### config.mk
export PLATFORM = sky130hd
export DESIGN_NAME = synapse_wb_initiator_flat
export DESIGN_NICKNAME = d
export VERILOG_FILES = /design/src/rtl/synapse_wb_pkg.sv /design/src/rtl/synapse_wb_if.sv /design/src/rtl/synapse_wb_timeout.sv /design/src/rtl/synapse_wb_initiator.sv /design/src/flat_wrapper.sv
export SDC_FILE = /design/constraint.sdc
export NUM_CORES = 1
export LEC_CHECK = 0
export CAP_MARGIN = 30
export CORE_UTILIZATION = 38
export DETAILED_ROUTE_END_ITERATION = 6
export PLACE_DENSITY = 0.86
export SYNTH_ARGS = -nofsm -noshare
export SYNTH_HDL_FRONTEND = slang
export SYNTH_HIERARCHICAL = 1
export SYNTH_SLANG_ARGS = --single-unit
### constraint.sdc
create_clock -name wb_clk_i -period 3.1 [get_ports wb_clk_i]
set_clock_uncertainty 0.1 [all_clocks]
set_input_delay 0.62 -clock wb_clk_i [delete_from_list [all_inputs] [get_ports wb_clk_i]]
set_output_delay 0.62 -clock wb_clk_i [all_outputs]
set_load 0.1 [all_outputs]
### src/rtl/synapse_wb_pkg.sv
// synapse_wb_pkg: shared types and constants for the synapse Wishbone initiator.
//   state_e        - initiator FSM states
//   SEL_ALL        - byte-select value driven on every beat (full word)
//   NUM_MACRO_DEF  - default width of the synapse vector
//   BASE_ADDR_DEF  - default address used when cmd_addr_sel=0
package synapse_wb_pkg;

    typedef enum logic [1:0] {
        ST_IDLE   = 2'd0,
        ST_ACCESS = 2'd1,
        ST_RESP   = 2'd2
    } state_e;

    localparam logic [3:0]  SEL_ALL       = 4'hF;
    localparam int          NUM_MACRO_DEF = 16;
    localparam logic [31:0] BASE_ADDR_DEF = 32'h3000_000C;

endpackage

### src/rtl/synapse_wb_if.sv
// synapse_wb_if: command/response channel plus Wishbone classic master bus.
//   master modport - seen by the initiator (drives cmd_ready, wbm_*_o, rsp_*, busy)
//   slave  modport - seen by the command source / Wishbone target
interface synapse_wb_if #(
    parameter int NUM_MACRO = synapse_wb_pkg::NUM_MACRO_DEF
);
    // command channel
    logic                 cmd_valid;
    logic                 cmd_ready;
    logic                 cmd_we;
    logic                 cmd_addr_sel;
    logic [31:0]          cmd_addr;
    logic [3:0]           cmd_len;
    logic [NUM_MACRO-1:0] cmd_wdata;
    // Wishbone classic master
    logic                 wbm_cyc_o;
    logic                 wbm_stb_o;
    logic                 wbm_we_o;
    logic [3:0]           wbm_sel_o;
    logic [31:0]          wbm_adr_o;
    logic [31:0]          wbm_dat_o;
    logic [31:0]          wbm_dat_i;
    logic                 wbm_ack_i;
    // response channel
    logic                 rsp_valid;
    logic [NUM_MACRO-1:0] rsp_data;
    logic                 rsp_err;
    logic                 rsp_last;
    logic                 busy;

    modport master (
        input  cmd_valid, cmd_we, cmd_addr_sel, cmd_addr, cmd_len, cmd_wdata,
        input  wbm_dat_i, wbm_ack_i,
        output cmd_ready,
        output wbm_cyc_o, wbm_stb_o, wbm_we_o, wbm_sel_o, wbm_adr_o, wbm_dat_o,
        output rsp_valid, rsp_data, rsp_err, rsp_last, busy
    );

    modport slave (
        output cmd_valid, cmd_we, cmd_addr_sel, cmd_addr, cmd_len, cmd_wdata,
        output wbm_dat_i, wbm_ack_i,
        input  cmd_ready,
        input  wbm_cyc_o, wbm_stb_o, wbm_we_o, wbm_sel_o, wbm_adr_o, wbm_dat_o,
        input  rsp_valid, rsp_data, rsp_err, rsp_last, busy
    );
endinterface

### src/rtl/synapse_wb_timeout.sv
// synapse_wb_timeout: per-beat ack watchdog.
//   clk, rst  - clock, synchronous active-high reset
//   active    - high while the initiator is waiting for ack; low clears the count
//   expired   - high in the TIMEOUT_CYCLES-th consecutive active cycle
module synapse_wb_timeout #(
    parameter int TIMEOUT_CYCLES = 1024
) (
    input  logic clk,
    input  logic rst,
    input  logic active,
    output logic expired
);
    localparam int CNT_W = $clog2(TIMEOUT_CYCLES + 1);

    logic [CNT_W-1:0] cnt_q, cnt_d;

    // Counter idles at 0 outside ACCESS, so every beat starts from a clean count.
    always_comb begin
        cnt_d = '0;
        if (active) cnt_d = cnt_q + 1'b1;
    end

    always_ff @(posedge clk) begin
        if (rst) cnt_q <= '0;
        else     cnt_q <= cnt_d;
    end

    assign expired = active && (cnt_q == CNT_W'(TIMEOUT_CYCLES - 1));
endmodule

### src/rtl/synapse_wb_initiator.sv
// synapse_wb_initiator: turns a single command into a 1..16 beat Wishbone
// classic burst of word accesses and returns one response pulse per beat.
//   wb_clk_i  - clock
//   wb_rst_i  - synchronous active-high reset; all outputs forced to 0 while high
//   bus       - synapse_wb_if.master: cmd_* handshake in, wbm_* bus, rsp_* out, busy
// Optional feature: define SYNAPSE_WBM_TIMEOUT_EN to abort a beat whose ack
// has not arrived after TIMEOUT_CYCLES cycles (response flagged rsp_err).
module synapse_wb_initiator
    import synapse_wb_pkg::*;
#(
    parameter int          NUM_MACRO      = NUM_MACRO_DEF,
    parameter logic [31:0] BASE_ADDR      = BASE_ADDR_DEF,
    parameter int          TIMEOUT_CYCLES = 1024
) (
    input  logic         wb_clk_i,
    input  logic         wb_rst_i,
    synapse_wb_if.master bus
);
    if (NUM_MACRO < 1 || NUM_MACRO > 32 || TIMEOUT_CYCLES < 1) begin : g_bad_cfg
        $error("synapse_wb_initiator: NUM_MACRO must be 1..32 and TIMEOUT_CYCLES >= 1");
    end

    state_e               state_q, state_d;
    logic                 we_q, we_d;
    logic [31:0]          addr_q, addr_d;     // resolved start address
    logic [3:0]           len_q, len_d;
    logic [NUM_MACRO-1:0] wdata_q, wdata_d;
    logic [3:0]           beat_q, beat_d;
    logic [NUM_MACRO-1:0] data_q, data_d;
    logic                 err_q, err_d;

    logic timeout_hit;
    logic run, in_access, in_resp, is_last;

    assign run       = !wb_rst_i;
    assign in_access = run && (state_q == ST_ACCESS);
    assign in_resp   = run && (state_q == ST_RESP);
    // An aborted beat ends the burst regardless of how many beats remain.
    assign is_last   = err_q || (beat_q == len_q);

`ifdef SYNAPSE_WBM_TIMEOUT_EN
    synapse_wb_timeout #(.TIMEOUT_CYCLES(TIMEOUT_CYCLES)) u_timeout (
        .clk     (wb_clk_i),
        .rst     (wb_rst_i),
        .active  (in_access && !bus.wbm_ack_i),
        .expired (timeout_hit)
    );
`else
    assign timeout_hit = 1'b0;
`endif

    always_comb begin
        state_d = state_q;
        we_d    = we_q;
        addr_d  = addr_q;
        len_d   = len_q;
        wdata_d = wdata_q;
        beat_d  = beat_q;
        data_d  = data_q;
        err_d   = err_q;
        case (state_q)
            ST_IDLE: begin
                if (bus.cmd_valid) begin
                    we_d    = bus.cmd_we;
                    addr_d  = bus.cmd_addr_sel ? bus.cmd_addr : BASE_ADDR;
                    len_d   = bus.cmd_len;
                    wdata_d = bus.cmd_wdata;
                    beat_d  = '0;
                    data_d  = '0;
                    err_d   = 1'b0;
                    state_d = ST_ACCESS;
                end
            end
            ST_ACCESS: begin
                // A real ack wins over a watchdog expiry in the same cycle.
                if (bus.wbm_ack_i) begin
                    data_d  = we_q ? '0 : bus.wbm_dat_i[NUM_MACRO-1:0];
                    state_d = ST_RESP;
                end else if (timeout_hit) begin
                    data_d  = '0;
                    err_d   = 1'b1;
                    state_d = ST_RESP;
                end
            end
            ST_RESP: begin
                if (is_last) begin
                    state_d = ST_IDLE;
                end else begin
                    beat_d  = beat_q + 4'd1;
                    state_d = ST_ACCESS;
                end
            end
            default: state_d = ST_IDLE;
        endcase
    end

    always_ff @(posedge wb_clk_i) begin
        if (wb_rst_i) begin
            state_q <= ST_IDLE;
            we_q    <= 1'b0;
            addr_q  <= '0;
            len_q   <= '0;
            wdata_q <= '0;
            beat_q  <= '0;
            data_q  <= '0;
            err_q   <= 1'b0;
        end else begin
            state_q <= state_d;
            we_q    <= we_d;
            addr_q  <= addr_d;
            len_q   <= len_d;
            wdata_q <= wdata_d;
            beat_q  <= beat_d;
            data_q  <= data_d;
            err_q   <= err_d;
        end
    end

    assign bus.cmd_ready = run && (state_q == ST_IDLE);
    assign bus.busy      = run && (state_q != ST_IDLE);

    assign bus.wbm_cyc_o = in_access;
    assign bus.wbm_stb_o = in_access;
    assign bus.wbm_we_o  = in_access && we_q;
    assign bus.wbm_sel_o = in_access ? SEL_ALL : 4'h0;
    // Word-stepped address; 32-bit add wraps naturally past 0xFFFF_FFFC.
    assign bus.wbm_adr_o = in_access ? (addr_q + {26'd0, beat_q, 2'b00}) : 32'd0;
    assign bus.wbm_dat_o = in_access ? 32'(wdata_q) : 32'd0;

    assign bus.rsp_valid = in_resp;
    assign bus.rsp_data  = in_resp ? data_q : '0;
    assign bus.rsp_last  = in_resp && is_last;
`ifdef SYNAPSE_WBM_TIMEOUT_EN
    assign bus.rsp_err   = in_resp && err_q;
`else
    assign bus.rsp_err   = 1'b0;
`endif
endmodule

### src/flat_wrapper.sv
// flat-port wrapper written by rule: the top's interface ports become plain ports
module synapse_wb_initiator_flat import synapse_wb_pkg::*;
#(
    parameter int          NUM_MACRO      = NUM_MACRO_DEF,
    parameter logic [31:0] BASE_ADDR      = BASE_ADDR_DEF,
    parameter int          TIMEOUT_CYCLES = 1024
)
  (wb_clk_i, wb_rst_i, bus_cmd_valid, bus_cmd_we, bus_cmd_addr_sel, bus_cmd_addr, bus_cmd_len, bus_cmd_wdata, bus_wbm_dat_i, bus_wbm_ack_i, bus_cmd_ready, bus_wbm_cyc_o, bus_wbm_stb_o, bus_wbm_we_o, bus_wbm_sel_o, bus_wbm_adr_o, bus_wbm_dat_o, bus_rsp_valid, bus_rsp_data, bus_rsp_err, bus_rsp_last, bus_busy);
  synapse_wb_if #(.NUM_MACRO(NUM_MACRO)) bus_i ();
  input  logic wb_clk_i;
  input  logic wb_rst_i;
  input wire logic [$bits(bus_i.cmd_valid)-1:0] bus_cmd_valid;
  input wire logic [$bits(bus_i.cmd_we)-1:0] bus_cmd_we;
  input wire logic [$bits(bus_i.cmd_addr_sel)-1:0] bus_cmd_addr_sel;
  input wire logic [$bits(bus_i.cmd_addr)-1:0] bus_cmd_addr;
  input wire logic [$bits(bus_i.cmd_len)-1:0] bus_cmd_len;
  input wire logic [$bits(bus_i.cmd_wdata)-1:0] bus_cmd_wdata;
  input wire logic [$bits(bus_i.wbm_dat_i)-1:0] bus_wbm_dat_i;
  input wire logic [$bits(bus_i.wbm_ack_i)-1:0] bus_wbm_ack_i;
  output wire logic [$bits(bus_i.cmd_ready)-1:0] bus_cmd_ready;
  output wire logic [$bits(bus_i.wbm_cyc_o)-1:0] bus_wbm_cyc_o;
  output wire logic [$bits(bus_i.wbm_stb_o)-1:0] bus_wbm_stb_o;
  output wire logic [$bits(bus_i.wbm_we_o)-1:0] bus_wbm_we_o;
  output wire logic [$bits(bus_i.wbm_sel_o)-1:0] bus_wbm_sel_o;
  output wire logic [$bits(bus_i.wbm_adr_o)-1:0] bus_wbm_adr_o;
  output wire logic [$bits(bus_i.wbm_dat_o)-1:0] bus_wbm_dat_o;
  output wire logic [$bits(bus_i.rsp_valid)-1:0] bus_rsp_valid;
  output wire logic [$bits(bus_i.rsp_data)-1:0] bus_rsp_data;
  output wire logic [$bits(bus_i.rsp_err)-1:0] bus_rsp_err;
  output wire logic [$bits(bus_i.rsp_last)-1:0] bus_rsp_last;
  output wire logic [$bits(bus_i.busy)-1:0] bus_busy;
  assign bus_i.cmd_valid = bus_cmd_valid;
  assign bus_i.cmd_we = bus_cmd_we;
  assign bus_i.cmd_addr_sel = bus_cmd_addr_sel;
  assign bus_i.cmd_addr = bus_cmd_addr;
  assign bus_i.cmd_len = bus_cmd_len;
  assign bus_i.cmd_wdata = bus_cmd_wdata;
  assign bus_i.wbm_dat_i = bus_wbm_dat_i;
  assign bus_i.wbm_ack_i = bus_wbm_ack_i;
  assign bus_cmd_ready = bus_i.cmd_ready;
  assign bus_wbm_cyc_o = bus_i.wbm_cyc_o;
  assign bus_wbm_stb_o = bus_i.wbm_stb_o;
  assign bus_wbm_we_o = bus_i.wbm_we_o;
  assign bus_wbm_sel_o = bus_i.wbm_sel_o;
  assign bus_wbm_adr_o = bus_i.wbm_adr_o;
  assign bus_wbm_dat_o = bus_i.wbm_dat_o;
  assign bus_rsp_valid = bus_i.rsp_valid;
  assign bus_rsp_data = bus_i.rsp_data;
  assign bus_rsp_err = bus_i.rsp_err;
  assign bus_rsp_last = bus_i.rsp_last;
  assign bus_busy = bus_i.busy;
  synapse_wb_initiator #(.NUM_MACRO(NUM_MACRO), .BASE_ADDR(BASE_ADDR), .TIMEOUT_CYCLES(TIMEOUT_CYCLES)) u_core (.wb_clk_i(wb_clk_i), .wb_rst_i(wb_rst_i), .bus(bus_i));
endmodule
== Word-level counts from Yosys, hierarchy flattened ==
Cells that the tools add are included.

* Register bits: 75
* Bits of input ports: 90
* Output and inout port bits: 92

* $add $sub $neg: 2
* Equal/unequal tests: 6
* Muxes and demuxes: 16
* Reduce and logical (&&, ||, !) cells: 15

{| class="wikitable"
|+ Operators with widths
! operator !! number
|-
| two-way mux 16 bit || 5
|-
| two-way mux 32 bit || 2
|-
| adder 32 x 6 -> 32 bit || 1
|-
| one-hot mux 16 bit (2 select lines) || 1
|-
| two-way mux 4 bit || 3
|-
| one-hot mux 4 bit (2 select lines) || 1
|-
| logical AND 1 bit || 6
|-
| != test 2 bit (second input constant) || 3
|-
| one-hot mux 2 bit (3 select lines) || 1
|-
| AND reduction 3 bit || 2
|-
| nonzero test 2 bit || 3
|-
| adder 4 x 1 -> 4 bit (second input constant) || 1
|-
| equality test 4 bit || 1
|-
| two-way mux 2 bit || 2
|-
| AND reduction 2 bit || 2
|-
| equality test 2 x 1 -> 1 bit (second input constant) || 1
|-
| equality test 2 bit (second input constant) || 1
|-
| logical NOT 2 bit || 1
|-
| logical NOT 1 bit || 1
|-
| two-way mux 1 bit || 1
|}

== Depth between registers and ports, before layout ==
Gate-level depths: netlist (run 1).

* Depth after elaboration: 3
* Gate-level depth with buffers: 8

== Worst setup path before layout (run 1) ==
OpenSTA, ideal clock, no wires.

* Path kind: register to output
* From: register u_core.beat_q[0]
* To: output port bus_wbm_adr_o[28]
* Data arrival time: 3629 ps
* Setup slack: -1249 ps
* Stages on the path, launching flop included: 9
* Path buffers: 0
* Cells stage by stage: dfxtp_1 -> ha_1 -> inv_1 -> fa_1 -> nor2b_1 -> o21ai_2 -> a2111o_1 -> or3_1 -> a21oi_1

* Word-level cells in the longest chain between the ends: 2

{| class="wikitable"
|+ Ends and longest elaborated chain
! what !! line !! text
|-
| start, declared || synapse_wb_initiator.sv:28 || <nowiki>logic [3:0] beat_q, beat_d;</nowiki>
|-
| start signal, assigned || synapse_wb_initiator.sv:113 || <nowiki>beat_q <= beat_d;</nowiki>
|-
| adder 32 x 6 -> 32 bit || synapse_wb_initiator.sv:127 || <nowiki>assign bus.wbm_adr_o = in_access ? (addr_q + {26'd0, beat_q, 2'b00}) : 32'd0;</nowiki>
|-
| two-way mux 32 bit || synapse_wb_initiator.sv:127 ||
|-
| end, declared || flat_wrapper.sv:25 || <nowiki>output wire logic [$bits(bus_i.wbm_adr_o)-1:0] bus_wbm_adr_o;</nowiki>
|}

No other way between the ends.

== Worst setup path in the final report (run 1) ==
* From: register u_core.addr_q[2]
* To: output port bus_wbm_adr_o[20]

* Word-level cells in the longest chain between the ends: 2

{| class="wikitable"
|+ Ends and longest elaborated chain
! what !! line !! text
|-
| start, declared || synapse_wb_initiator.sv:25 || <nowiki>logic [31:0] addr_q, addr_d;</nowiki>
|-
| start signal, assigned || synapse_wb_initiator.sv:110 || <nowiki>addr_q <= addr_d;</nowiki>
|-
| adder 32 x 6 -> 32 bit || synapse_wb_initiator.sv:127 ||
|-
| two-way mux 32 bit || synapse_wb_initiator.sv:127 ||
|}

No other way between the ends.

==> results.md, run 1 <==
* EDFF count, synth at 0
* Synth Warn # at 6
* #FFs+latches synth at 75
* Fin crit period at 3.416 ns
* Ranking of synthesized cells by area: dfxtp_1, nand2_1, a21oi_1, nand3_1, and2_1
* Area leader, netlist: dfxtp_1
* Final setup fails at 13
* Post-Place Cell Area at 6614 sq um
* Max-cap violations at 0
* Initial DRC count at 270
* R2r startpoint: u_core/state_q[1]
* Post-CTS Hold Buffers at 0
* First-pass GRT wire length at 21.56 mm
* Final setup margin at -0.3163 ns
* Post-Layout Cell Count at 848
* Mean post-synth cell area at 7.352 sq um
* Clk sinks at 75
* Mapped Area at 4095 sq um
* Sequential share of the synthesized area at 36.66%
* Pwr Total at 2.340 mW
* Critical Path AT at 2.70 ns
* Post-synth top area share at 36.66%
* Leak Pwr at 2.535 nW
* Root Driver: clkbuf_8
* All-Layer GR Usage at 24.23%
* Post-route cell area at 7131 sq um
* Post-route ant nets at 0
* Fmax at 292.7 MHz
* Worst relative slew slack at 58.97%
* I/O pins at 182
* Die area at 11200 sq um
* Area growth syn-to-layout at 74.12%
* Row count at 37
* Cts bufs inserted at 9
* Largest net degree at the start of global routing at 53
* Drt pass-1 iters at 5
* Most frequent cell after synthesis: nand2_1
* Status: finished, violations left
* Die Wd at 105.8 microns
* Routed WL per cell at 16.71 microns
* Proportion of layout cells with a drive suffix above 1 at 29.07%
* CP Capture Type: output port
* Main synth FF type: dfxtp_1
* H-tree Lvls at 3
* Pre-CTS setup slack at -0.0001359 ns
* Max Slew Vio Count at 0
* Leading cell types by count after synthesis: nand2_1, dfxtp_1, a21oi_1
* Crit path launch: u_core/addr_q[2]
* DRC at 0
* R2R Setup Slk at 1.33 ns
* Worst-Skew Late Latency at 0.33 ns
* PortBufs at 148
* Die Height at 105.8 microns
* Initial antenna violation count at 0
* Core area at 10370 sq um
* Final core occ at 68.76%
* Post-Syn Instances at 557
* Hold Path Origin: u_core/data_q[10]
* Initial Utilization at 39.49%
* GPL Wtd Cong at 0.9044
* Vias at 4592
* Hold WC Path Type: register to register
* PD cells at 328.1 nW/um^2
* Startpoint types: register
* Final Hold Viols at 0
* Failing checks: negative setup slack
* Antenna Cells at 0
* Slew of the pin with the lowest slew margin at 0.5999 ns
* Synth cell types at 45
* Peak VDD IR at 236.1 uV
* Clock-pin slew on the worst setup and hold paths at 0.07 ns
* Clk buf depth at 2
* Hold_ws at 0.3479 ns
* Largest fanout on the critical path at 4
* CTS tree: built
* Crit path required time at 2.38 ns
* Vias/cell at 5.415
* Kind of critical path: register to output port
* Post-synth ARST share at 0%
* WL final at 14.17 mm
* DP Cell Count at 821
* Overflow left after global routing at 0
* Crit share post-route at 110.2%
* Final TNS setup at -2.430 ns
* Number of global-route vias before repair at 4503
* Detailed placer's ending HPWL at 9.793 mm
* RSZ-0062 raised after global routing: true
* Fin nets at 806
-- final timing paths --
kind / end / cells after the start
setup / recovery: bus_wbm_adr_o[20] / 10
setup reg to reg: u_core/addr_q[9] / 5
hold reg to reg: u_core/data_q[10] / 2
hold / removal: u_core/data_q[10] / 2
-- report_power, final --
group,switching (mW),internal (mW)
clock network,0.349,0.297
logic,0.416,0.225
registers,0.0413,1.01
-- sequential cells by signal (all words and copies together), names as in the netlist --
name / count
u_core/wdata_q: 16
u_core/data_q: 16
u_core/len_q: 4
u_core/we_q: 1
u_core/state_q: 2
u_core/beat_q: 4
u_core/addr_q: 32
-- per-layer routing --
layer | routed length [microns] | share of wire [%] | vias up | global-route usage [%]
met5 | 0 | 0 | - | 0
met3 | 1291 | 9.1 | 47 | 6.122
met4 | 508 | 3.6 | 0 | 13.00
met1 | 5154 | 36 | 2144 | 26.05
li1 | - | - | 2150 | -
met2 | 7217 | 51 | 251 | 43.32
-- final cells by class --
type | count | area [sq um]
clock buffers | 10 | 137.6
fillers | 752 | 3239
well taps | 136 | 170.2
repair buffers | 187 | 2522
flip-flops and latches | 75 | 1508
multi-input cells | 428 | 2741
inverters | 9 | 33.78
clock inverters | 3 | 17.52
-- layout by cell type (no fill, tap or decap), types with 4 or more instances in the layout --
master            n
inv_1             8
nor2_2           10
xnor2_1          17
nor3_1            4
o211ai_1          4
buf_6             4
o21a_4            4
conb_1           17
and3_1            4
clkdlybuf4s50_1  72
buf_4            36
nand3_1          49
nor2_1           20
nand2_1          98
dfxtp_1          72
clkbuf_8         10
buf_12           74
nand4_1           8
and2_1           25
nor3b_1           6
and2_2           10
a21oi_1          68
and2_4            5
-- worst max-delay path, cell delays in order, from the launching register on --
cell and delay (ns):
dfxtp_2 0.35, ha_4 0.14, inv_2 0.03, fa_2 0.36, nor2b_4 0.18, o21ai_4 0.10
a2111oi_0 0.60, buf_4 0.21, xnor2_1 0.16, nor2_4 0.06, buf_12 0.17
-- logic make-up (layout without fill, tap and decap cells) --
kind of cell | count (synthesis) | in the layout | share of synthesized area [%]
adders and majority gates | 6 | 6 | 2.017
AOI/OAI and AO/OA | 101 | 102 | 14.12
other | 1 | 17 | 0.09157
muxes | 2 | 2 | 0.4889
xor gates and xnor gates | 21 | 21 | 4.491
DFF | 75 | 75 | 36.66
buffers and inverters | 71 | 209 | 8.677
and+or+nand+nor | 280 | 280 | 33.46
-- repair_timing --
| item | in CTS | in global routing |
|---|---|---|
| setup buffers | 8 | 4 |
| gates resized for setup | 27 | 24 |
| pin swaps | 14 | 11 |
| setup endpoints to repair | 22 | 25 |
| gates cloned | 0 | 1 |
(Power assumes the default switching activity.)
==> run 2, diff against run 1 <==
--- a/config.mk
+++ b/config.mk
@@ -9,6 +9,7 @@
 export CORE_UTILIZATION = 38
 export DETAILED_ROUTE_END_ITERATION = 6
 export PLACE_DENSITY = 0.86
+export SKIP_LAST_GASP = 1
 export SYNTH_ARGS = -nofsm -noshare
 export SYNTH_HDL_FRONTEND = slang
 export SYNTH_HIERARCHICAL = 1
==> results.md, run 2 (synthesized netlist as in run 1, its figures left out) <==
* CTS tree: built
* WL final at 14.25 mm (+0.57%)
* Area growth syn-to-layout at 74.34%
* PD cells at 328.6 nW/um^2 (+0.14%)
* Largest fanout on the critical path at 4 (unchanged)
* Largest net degree at the start of global routing at 53 (unchanged)
* Max FFs per register at 32 (unchanged)
* Fin nets at 806 (unchanged)
* Post-route ant nets at 0 (unchanged)
* Failing checks: negative setup slack
* Antenna Cells at 0 (unchanged)
* Initial antenna violation count at 0 (unchanged)
* Comb power frac at 27.3% (about the same)
* Clock share of power at 27.8% (+0.2 points)
* Overflow left after global routing at 0 (unchanged)
* Sequential share of power at 44.9% (about the same)
* P_sw at 813.1 uW (+0.81%)
* Hold WC Path Type: register to register
* GPL Wtd Cong at 0.9044 (unchanged)
* Top flop regs: u_core/addr_q x32, u_core/data_q x16, u_core/wdata_q x16
* Core area at 10370 sq um (unchanged)
* Die area at 11200 sq um (unchanged)
* Final setup fails at 13 (unchanged)
* All-Layer GR Usage at 24.16% (-0.066 points)
* Leak Pwr at 2.536 nW (about the same)
* Fillers at 765 (+1.7%)
* Kind of critical path: register to output port
* RSZ-0062 raised after global routing: true
* Initial DRC count at 287 (+6.3%)
* Startpoint types: register
* Max-cap violations at 0 (unchanged)
* Number of global-route vias before repair at 4506 (+0.067%)
* Drt pass-1 iters at 6 (+1)
* Status: finished, violations left
* Crit share post-route at 110.6% (+0.42 points)
* Worst-Skew Late Latency at 0.33 ns (about the same)
* PortBufs at 148 (unchanged)
* CP Capture Type: output port
* Worst relative slew slack at 63.20% (+4.2 points)
* Final TNS setup at -2.683 ns (-0.2531 ns)
* I/O pins at 182 (unchanged)
* Clk buf depth at 2 (unchanged)
* Die Wd at 105.8 microns (unchanged)
* Crit path required time at 2.38 ns (about the same)
* Vias at 4581 (-0.24%)
* Critical Path AT at 2.71 ns (about the same)
* Commonest non-fill, non-tap cell in the layout: nand2_1
* Initial Utilization at 39.49% (unchanged)
* Post-Layout Cell Count at 848 (unchanged)
* Clock-pin slew on the worst setup and hold paths at 0.07 ns (about the same)
* Post-CTS Hold Buffers at 0 (unchanged)
* DP Cell Count at 821 (unchanged)
* Fmax at 291.6 MHz (-0.38%)
* P_int at 1.533 mW (about the same)
* Final Hold Viols at 0 (unchanged)
* Pre-CTS setup slack at -0.0001359 ns (unchanged)
* Root Driver: clkbuf_8
* H-tree Lvls at 3 (unchanged)
* Vias/cell at 5.402 (-0.24%)
* Switching share of total power at 34.66% (+0.19 points)
* Max Slew Vio Count at 0 (unchanged)
* Routed WL per cell at 16.81 microns (+0.57%)
* Final setup margin at -0.3293 ns (-0.01303 ns)
* Detailed placer's ending HPWL at 9.793 mm (unchanged)
* Final core occ at 68.85% (+0.084 points)
* Most flop-heavy register: u_core/addr_q
* Peak VDD IR at 235.5 uV (-0.27%)
* Commonest cells after routing, fill and taps aside: nand2_1, buf_12, clkdlybuf4s50_1
* Proportion of layout cells with a drive suffix above 1 at 29.35% (+0.28 points)
* Clk sinks at 75 (unchanged)
* Cts bufs inserted at 9 (unchanged)
* Fin crit period at 3.429 ns (+0.01303 ns)
* Die Height at 105.8 microns (unchanged)
* First-pass GRT wire length at 21.53 mm (-0.16%)
* Slew of the pin with the lowest slew margin at 0.5382 ns (-0.06180 ns)
* Row count at 37 (unchanged)
* DRC at 0 (unchanged)
[run 2: worst paths after layout]
| path | from | endpoint | slack [ns] | depth (start not counted) |
|---|---|---|---|---|
| setup / recovery | u_core/addr_q[2] | bus_wbm_adr_o[24] | -0.33 | 11 |
| hold / removal | u_core/data_q[10] | u_core/data_q[10] | 0.35 | 2 |
| setup reg to reg | u_core/state_q[1] | u_core/addr_q[16] | 1.32 | 5 |
| hold reg to reg | u_core/data_q[10] | u_core/data_q[10] | 0.35 | 2 |
[run 2: what timing repair did]
action,CTS,global route
setup buffers,8,4
endpoints found under the setup margin,22,25
cloned,0,1
resized for setup,24,30
pin swaps,13,12
[run 2: metal layers]
layer  GRT usage [%]  vias up  wire [microns]
met2           43.46      236            7229
met1           25.63     2147            5320
li1                -     2153               -
met4           13.19        0             505
met3           6.184       45            1196
met5               0        -               0
[run 2: per-stage QoR]
stage | hold WS, ns | instance area, sq um | power [mW]
6_report | 0.3479 | 7139 | 2.346
3_5_place_dp | 0.3417 | 6614 | 1.695
5_1_grt | 0.3677 | 7139 | 2.437
4_1_cts | 0.3518 | 6939 | 2.339
2_1_floorplan | 0.3272 | 4357 | 1.483
3_3_place_gp | 0.3344 | 6614 | 1.680
[run 2: final cells by class]
cell class	count	area, sq um	area share (%)
clock inverter	3	17.52	0.2454
inverter	9	33.78	0.4732
sequential	75	1509	21.14
timing repair buffer	187	2522	35.33
multi-input combinational	428	2749	38.50
clock buffer	10	137.6	1.928
tap	136	170.2	2.383
[run 2: critical path, cell delays in order, from the launching register on]
cell and delay, ns:
dfxtp_2 0.35, ha_4 0.14, inv_2 0.03, fa_2 0.36, nor2b_4 0.18, o21ai_4 0.10
buf_6 0.13, a2111oi_4 0.34, buf_4 0.19, nand4_1 0.15, a21oi_4 0.20, buf_12 0.19
[run 2: power by group through the flow]
stage | Clock (mW) | Combinational [mW] | Sequential [mW]
4_1_cts | 0.659 | 0.631 | 1.05
3_3_place_gp | 0 | 0.613 | 1.07
2_1_floorplan | 0 | 0.422 | 1.06
6_report | 0.651 | 0.641 | 1.05
3_5_place_dp | 0 | 0.624 | 1.07
5_1_grt | 0.704 | 0.674 | 1.06
